$ cat config.mk
export PLATFORM = sky130hd
export DESIGN_NAME = bram_debug_sequencer
export DESIGN_NICKNAME = d
export VERILOG_FILES = /design/src/rtl/bram_dbg_pkg.sv /design/src/rtl/bram_dbg_port.sv /design/src/rtl/bram_debug_sequencer.sv
export SDC_FILE = /design/constraint.sdc
export NUM_CORES = 1
export LEC_CHECK = 0
export CAP_MARGIN = 20
export CORE_MARGIN = 2
export CORE_UTILIZATION = 45
export CTS_CLUSTER_DIAMETER = 30
export DETAILED_ROUTE_END_ITERATION = 8
export HOLD_SLACK_MARGIN = 0.12
export PLACE_DENSITY = 0.77
export RECOVER_POWER = 25
export SLEW_MARGIN = 20
export SYNTH_ARGS = -nofsm -noshare
export SYNTH_HDL_FRONTEND = slang
export SYNTH_HIERARCHICAL = 1
export SYNTH_SLANG_ARGS = --single-unit
$ cat constraint.sdc
create_clock -name CPU_CLK -period 2.4 [get_ports CPU_CLK]
set_input_delay 0.72 -clock CPU_CLK [delete_from_list [all_inputs] [get_ports CPU_CLK]]
set_output_delay 0.72 -clock CPU_CLK [all_outputs]
set_load 0.02 [all_outputs]
$ cat src/rtl/bram_dbg_pkg.sv
// rtl/bram_dbg_pkg.sv - shared types and constants for the BRAM debug sequencer
package bram_dbg_pkg;

  typedef enum logic [2:0] {
    S_IDLE,
    S_LOAD_D,
    S_LOAD_I,
    S_CORE_RST,
    S_RUN,
    S_DUMP_D,
    S_DUMP_I,
    S_DONE
  } seqState_t;

  typedef enum logic [1:0] {
    P_ISSUE,
    P_CAPT,
    P_PRESENT
  } dumpPhase_t;

  localparam logic [3:0]  WE_ALL    = 4'hF;
  localparam logic [31:0] ADDR_STEP = 32'd4;

  // One counter is shared by load, reset-pulse, run and dump phases.
  function automatic int cntWidth(input int words, input int cycles, input int pulse);
    int m;
    m = (words > cycles) ? words : cycles;
    if (pulse > m) m = pulse;
    return $clog2(m + 1);
  endfunction

endpackage

$ cat src/rtl/bram_dbg_port.sv
// rtl/bram_dbg_port.sv - per-RAM debug port driver with read-capture register
module bram_dbg_port
  import bram_dbg_pkg::*;
(
  input  logic        CPU_CLK,
  input  logic        CPU_RST_N,
  input  logic        wrEn,
  input  logic [31:0] wrAddr,
  input  logic [31:0] wrData,
  input  logic        rdEn,
  input  logic [31:0] rdAddr,
  input  logic        capEn,
  input  logic [31:0] rd2,
  output logic [31:0] a2,
  output logic [31:0] wd2,
  output logic [3:0]  we2,
  output logic [31:0] capData
);

  logic [31:0] a2Reg;

  always_ff @(posedge CPU_CLK) begin
    if (!CPU_RST_N) begin
      a2Reg   <= '0;
      wd2     <= '0;
      we2     <= '0;
      capData <= '0;
    end else begin
      we2 <= wrEn ? WE_ALL : 4'h0;
      if (wrEn) begin
        a2Reg <= wrAddr;
        wd2   <= wrData;
      end
      if (capEn) capData <= rd2;
    end
  end

  // Read address bypasses the register so rd2 lands in the following cycle.
  assign a2 = rdEn ? rdAddr : a2Reg;

endmodule

$ cat src/rtl/bram_debug_sequencer.sv
// rtl/bram_debug_sequencer.sv - load/run/dump sequencer driving the RV32 debug BRAM ports
module bram_debug_sequencer
  import bram_dbg_pkg::*;
#(
  parameter int BRAM_WORDS = 4096,
  parameter int RUN_CYCLES = 200000,
  parameter int RST_PULSE  = 5
) (
  input  logic        CPU_CLK,
  input  logic        CPU_RST_N,
  input  logic        start,
  input  logic        in_valid,
  output logic        in_ready,
  input  logic [31:0] in_data,
  input  logic        in_last,
  output logic        core_rst,
  output logic [31:0] dbg_d_a2,
  output logic [31:0] dbg_d_wd2,
  output logic [3:0]  dbg_d_we2,
  input  logic [31:0] dbg_d_rd2,
  output logic [31:0] dbg_i_a2,
  output logic [31:0] dbg_i_wd2,
  output logic [3:0]  dbg_i_we2,
  input  logic [31:0] dbg_i_rd2,
  output logic        out_valid,
  input  logic        out_ready,
  output logic [31:0] out_data,
  output logic [31:0] out_addr,
  output logic        out_sel,
  output logic        out_last,
  output logic        busy,
  output logic        done
);

  localparam int CW = cntWidth(BRAM_WORDS, RUN_CYCLES, RST_PULSE);
  localparam logic [CW-1:0] WORDS_C    = CW'(BRAM_WORDS);
  localparam logic [CW-1:0] WORDS_LAST = CW'(BRAM_WORDS - 1);
  localparam logic [CW-1:0] RUN_LAST   = CW'(RUN_CYCLES - 1);
  localparam logic [CW-1:0] PULSE_LAST = CW'(RST_PULSE - 1);

  seqState_t   state, stateNext;
  dumpPhase_t  phase, phaseNext;
  logic [CW-1:0] cnt, cntNext;
  logic [31:0] addr, addrNext, outAddrReg, outAddrNext;
  logic        outSelReg, outSelNext;
  logic        loading, loadAcc, dumping;
  logic [31:0] dCap, iCap;

  assign loading   = (state == S_LOAD_D) || (state == S_LOAD_I);
  assign dumping   = (state == S_DUMP_D) || (state == S_DUMP_I);
  assign in_ready  = loading && (cnt < WORDS_C);
  assign loadAcc   = in_valid && in_ready;
  assign out_valid = dumping && (phase == P_PRESENT);
  assign out_last  = out_valid && (state == S_DUMP_I) && (cnt == WORDS_LAST);
  assign core_rst  = (state != S_RUN);
  assign busy      = (state != S_IDLE) && (state != S_DONE);
  assign done      = (state == S_DONE);
  assign out_addr  = outAddrReg;
  assign out_sel   = outSelReg;
  assign out_data  = outSelReg ? iCap : dCap;

  always_ff @(posedge CPU_CLK) begin
    if (!CPU_RST_N) begin
      state      <= S_IDLE;
      phase      <= P_ISSUE;
      cnt        <= '0;
      addr       <= '0;
      outAddrReg <= '0;
      outSelReg  <= 1'b0;
    end else begin
      state      <= stateNext;
      phase      <= phaseNext;
      cnt        <= cntNext;
      addr       <= addrNext;
      outAddrReg <= outAddrNext;
      outSelReg  <= outSelNext;
    end
  end

  always_comb begin
    stateNext   = state;
    phaseNext   = phase;
    cntNext     = cnt;
    addrNext    = addr;
    outAddrNext = outAddrReg;
    outSelNext  = outSelReg;
    case (state)
      S_IDLE, S_DONE: begin
        if (start) begin
          stateNext = S_LOAD_D;
          cntNext   = '0;
          addrNext  = '0;
          phaseNext = P_ISSUE;
        end
      end
      S_LOAD_D, S_LOAD_I: begin
        if (loadAcc) begin
          cntNext  = cnt + 1'b1;
          addrNext = addr + ADDR_STEP;
        end
        // A full image idles in_ready for one cycle before the phase advances.
        if ((loadAcc && in_last) || (cnt == WORDS_C)) begin
          stateNext = (state == S_LOAD_D) ? S_LOAD_I : S_CORE_RST;
          cntNext   = '0;
          addrNext  = '0;
        end
      end
      S_CORE_RST: begin
        if (cnt == PULSE_LAST) begin
          stateNext = S_RUN;
          cntNext   = '0;
        end else begin
          cntNext = cnt + 1'b1;
        end
      end
      S_RUN: begin
        if (cnt == RUN_LAST) begin
          stateNext = S_DUMP_D;
          cntNext   = '0;
          addrNext  = '0;
          phaseNext = P_ISSUE;
        end else begin
          cntNext = cnt + 1'b1;
        end
      end
      S_DUMP_D, S_DUMP_I: begin
        case (phase)
          P_ISSUE: phaseNext = P_CAPT;
          P_CAPT: begin
            outAddrNext = addr;
            outSelNext  = (state == S_DUMP_I);
            phaseNext   = P_PRESENT;
          end
          P_PRESENT: begin
            if (out_ready) begin
              phaseNext = P_ISSUE;
              if (cnt == WORDS_LAST) begin
                stateNext = (state == S_DUMP_D) ? S_DUMP_I : S_DONE;
                cntNext   = '0;
                addrNext  = '0;
              end else begin
                cntNext  = cnt + 1'b1;
                addrNext = addr + ADDR_STEP;
              end
            end
          end
          default: phaseNext = P_ISSUE;
        endcase
      end
      default: stateNext = S_IDLE;
    endcase
  end

  bram_dbg_port dPort (
    .CPU_CLK  (CPU_CLK),
    .CPU_RST_N(CPU_RST_N),
    .wrEn     (loadAcc && (state == S_LOAD_D)),
    .wrAddr   (addr),
    .wrData   (in_data),
    .rdEn     ((state == S_DUMP_D) && (phase == P_ISSUE)),
    .rdAddr   (addr),
    .capEn    ((state == S_DUMP_D) && (phase == P_CAPT)),
    .rd2      (dbg_d_rd2),
    .a2       (dbg_d_a2),
    .wd2      (dbg_d_wd2),
    .we2      (dbg_d_we2),
    .capData  (dCap)
  );

  bram_dbg_port iPort (
    .CPU_CLK  (CPU_CLK),
    .CPU_RST_N(CPU_RST_N),
    .wrEn     (loadAcc && (state == S_LOAD_I)),
    .wrAddr   (addr),
    .wrData   (in_data),
    .rdEn     ((state == S_DUMP_I) && (phase == P_ISSUE)),
    .rdAddr   (addr),
    .capEn    ((state == S_DUMP_I) && (phase == P_CAPT)),
    .rd2      (dbg_i_rd2),
    .a2       (dbg_i_a2),
    .wd2      (dbg_i_wd2),
    .we2      (dbg_i_we2),
    .capData  (iCap)
  );

endmodule

==> results.json, run 1 <==
{
  "outcome": "finished with violations",
  "violations": "negative setup slack",
  "finalSetupViolations": 91,
  "crit_start": "state[2]",
  "die_w_um": 174.0,
  "hpwl_mm": 25.21,
  "path_cells": "nor2b_4 -> nand2_4 -> nor2_4 -> buf_6 -> buf_8 -> mux2_2 -> buf_6",
  "ios": 309,
  "irDropWorstVdd_v": 0.0006850,
  "core_um2": 28550,
  "use_met1": 0.3070,
  "postCtsHoldBufs": 0,
  "p_leak_nw": 7.311,
  "powerDensity_nw_per_um2": 829.8,
  "drv_slew": 0,
  "critPathKind": "reg2out",
  "num_vias": 11610,
  "path_delay_family": "simple AND/OR/NAND/NOR gates",
  "overflow": 0,
  "critical_path_arrival_ps": 2140,
  "crit_fanout": 5,
  "route.detailed.drc": 0,
  "synth_area_um2": 13000,
  "gp_congestion": 0.8684,
  "synth_area_leader_cell": "dfxtp_1",
  "cts_made_buffers": 58,
  "ys_seq_area_frac": 0.4281,
  "drt-vias-per-instance": 5.401,
  "rrSetupSlack_ps": -60,
  "insertion_delay_ps": 560,
  "first_pass_iters": 7,
  "cp-start-kind": "register",
  "area_growth_pct": 57.62,
  "grt_pass1_wl_mm": 62.13,
  "finalHoldViolations": 0,
  "port_buffers": 306,
  "slowest_delay_ps": 350,
  "synth_ff_type": "dfxtp_1",
  "hold_path_depth": 2,
  "start_util": 0.4554,
  "clock_skew_ps": 16.86,
  "grt_util_met3": 0.04987,
  "clockRootBuffer": "clkbuf_16",
  "fin_crit_ps": 2859,
  "synth-edff-count": 0,
  "hold_path_startpoint": "out_addr[7]",
  "fmax_mhz": 349.8,
  "path_clk_slew_ps": 50,
  "top_usage_layer": "met2",
  "drtIter0Drc": 751,
  "yosysTopAreaCellShare": 0.4281,
  "nNetsFinal": 1823,
  "gr-usage-all-layers": 0.2529,
  "tritoncts": "done",
  "synth-seq-cells": 278,
  "crit_top_cell": "buf_6",
  "end_kind": "output pin",
  "fin_cells": 2149,
  "grt_max_degree": 45,
  "grt_pass1_vias": 11270,
  "required_ps": 1680,
  "post_synth_num_cell_types": 77,
  "cts_buffer_depth": 3,
  "rsz0062_at_grt": "true",
  "antenna_found_initial": 0,
  "rr_worst_depth": 12,
  "whs_endpoint": "out_addr[7]",
  "use_met2": 0.4396,
  "synthCells": 1284,
  "ant_nets": 0,
  "num_rows": 62,
  "reg2reg_to": "addr[29]",
  "setup_tns_ps": -24580,
  "drive_above_1_share": 0.3275,
  "synth.top_cells.by_area": "dfxtp_1, mux2i_1, nor2b_1",
  "slowest_stage": "mux2_2",
  "syn_area_per_cell_um2": 10.13,
  "async_flop_share": 0,
  "diodes": 0,
  "cts_num_sinks": 278,
  "yosys_warnings": 6,
  "tightest_slew_ps": 780.7,
  "relSlewSlack": 0.4747,
  "fill_cells": 1925,
  "wl_per_cell_um": 19.84,
  "r2r_start": "cnt[1]",
  "drt_wl_total_mm": 42.64,
  "die_area_um2": 30270,
  "timing.final.crit_share": 1.191,
  "maxCapViolations": 0,
  "dp_cells": 1984,
  "cts_max_level": 2,
  "hp-class": "reg2reg",
  "path_buf_inv": 3,
  "setup_ws_ps": -458.9,
  "dieHeight_um": 174.0
}
state kept, by name (all words and copies together), names as in the netlist, 2 cells and up:
signal / count
cnt: 18
phase: 2
dPort/wd2: 32
dPort/capData: 32
iPort/a2Reg: 32
dPort/a2Reg: 32
out_addr: 30
addr: 30
iPort/capData: 32
state: 3
iPort/wd2: 32
where the power goes:
| part | internal (mW) | switching, mW | leakage [nW] |
|---|---|---|---|
| Combinational | 1.78 | 2.01 | 4.05 |
| Clock | 5.75 | 2.64 | 1.02 |
| Sequential | 4.74 | 0.0894 | 2.24 |
| Total | 12.3 | 4.73 | 7.31 |
worst max-delay path by stage:
| stage | to | cells past startpoint |
|---|---|---|
| after floorplan | dbg_d_a2[0] | 7 |
| after global placement | addr[29] | 8 |
| after detailed placement | addr[19] | 8 |
| after CTS | out_last | 6 |
| after global routing | dbg_i_a2[2] | 7 |
| final | dbg_i_a2[5] | 7 |
worst register-to-register path: cells and delay by family (launching register included):
kind	cells	cell delay, ps
AOI/OAI and AO/OA	4	1040
adders and majority gates	1	140
buffers and inverters	5	600
DFF	1	350
and+or+nand+nor	2	260
synthesized netlist by cell type (2+ instances only):
library cell  instances
nand4_1              24
nor2_2                2
buf_2                25
mux2i_1             193
buf_8                 2
nor2_1               21
o2111ai_1             2
o31ai_1              15
or3_1                13
inv_1                13
nor2b_1             194
o21ai_0              16
nor3_1                7
buf_12                8
nor4b_1               2
mux2_2               36
mux2_1               60
o311ai_0              9
a21oi_1              57
o211ai_1              3
nand2_1              93
and2_1               13
and4_1               10
nand3_1              38
a21oi_2               7
or4_1                 9
buf_4                19
dfxtp_1             278
or2_2                 2
nand2b_1              4
ha_1                  3
nor3_2                2
and3_1               13
clkbuf_1             32
buf_6                12
or4_4                 6
cell usage in the layout (no fill, tap or decap), types with 5 or more instances in the layout:
cell type / count
clkbuf_16: 64
a21oi_1: 42
dfxtp_1: 271
conb_1: 10
mux2_2: 13
mux2_4: 83
nor2_1: 12
bufinv_16: 10
buf_6: 121
clkbuf_8: 6
buf_2: 7
or4_4: 12
nor3_1: 5
dfxtp_2: 6
and3_1: 12
inv_6: 7
buf_8: 7
inv_1: 11
and2_1: 12
a21oi_2: 22
clkinv_2: 10
mux2i_1: 193
buf_12: 18
clkinv_4: 5
o21ai_0: 14
nand3_1: 26
clkdlybuf4s50_1: 202
o31ai_1: 10
and4_1: 10
nor2b_1: 193
nand4_1: 24
nand3_2: 12
buf_4: 95
clkbuf_1: 6
nand2_1: 89
o311ai_2: 5
nor2_4: 7
or3_1: 10
timing repair:
action                     in CTS  in global routing
gates resized for setup       547                293
cloned                          7                 10
setup endpoints to repair     119                150
pin swaps                       3                 75
setup buffers                  30                 22
final cells by class:
class / instances / area [um2] / area share
timing repair buffer: 464 / 4833 / 0.2359
tap: 384 / 480.5 / 0.02345
clock inverter: 36 / 489.2 / 0.02387
sequential: 278 / 5577 / 0.2721
multi-input combinational: 902 / 7476 / 0.3648
clock buffer: 71 / 1582 / 0.07718
inverter: 14 / 55.05 / 0.002687
kinds of logic after synthesis:
family | share of synthesized area
and+or+nand+nor | 0.2096
muxes | 0.2317
DFF | 0.4281
AOI/OAI and AO/OA | 0.06525
buffers and inverters | 0.05957
adders and majority gates | 0.002887
xor gates and xnor gates | 0.002599
other | 0.0002884
through the flow:
stage	power, mW	utilization	hold slack (ps)	setup WS (ps)	cell area, um2
global placement	7.646	0.5898	442.4	-302.0	16840
floorplan	6.575	-	471.9	11.13	13040
global route	17.54	0.7178	473.1	-501.2	20490
finish	17.00	0.7178	453.9	-458.9	20490
CTS	16.24	0.6784	456.5	-506.0	19370
detailed placement	7.706	0.5898	449.8	-346.1	16840
layer usage:
layer | share of wire | wire length, um
met3 | 0.063 | 2694
met2 | 0.50 | 21220
met1 | 0.41 | 17270
met4 | 0.034 | 1451
met5 | 0 | 0
Note: power is estimated with default switching activity, not from simulation.
==> inputs of run 2 (changes only) <==
--- a/config.mk
+++ b/config.mk
@@ -5,7 +5,7 @@
 export SDC_FILE = /design/constraint.sdc
 export NUM_CORES = 1
 export LEC_CHECK = 0
-export CAP_MARGIN = 20
+export CAP_MARGIN = 30
 export CORE_MARGIN = 2
 export CORE_UTILIZATION = 45
 export CTS_CLUSTER_DIAMETER = 30
@@ -18,3 +18,4 @@
 export SYNTH_HDL_FRONTEND = slang
 export SYNTH_HIERARCHICAL = 1
 export SYNTH_SLANG_ARGS = --single-unit
+export TNS_END_PERCENT = 100
==> results of run 2 <==
The final DEF is identical to that of run 1; final timing and power are the same.
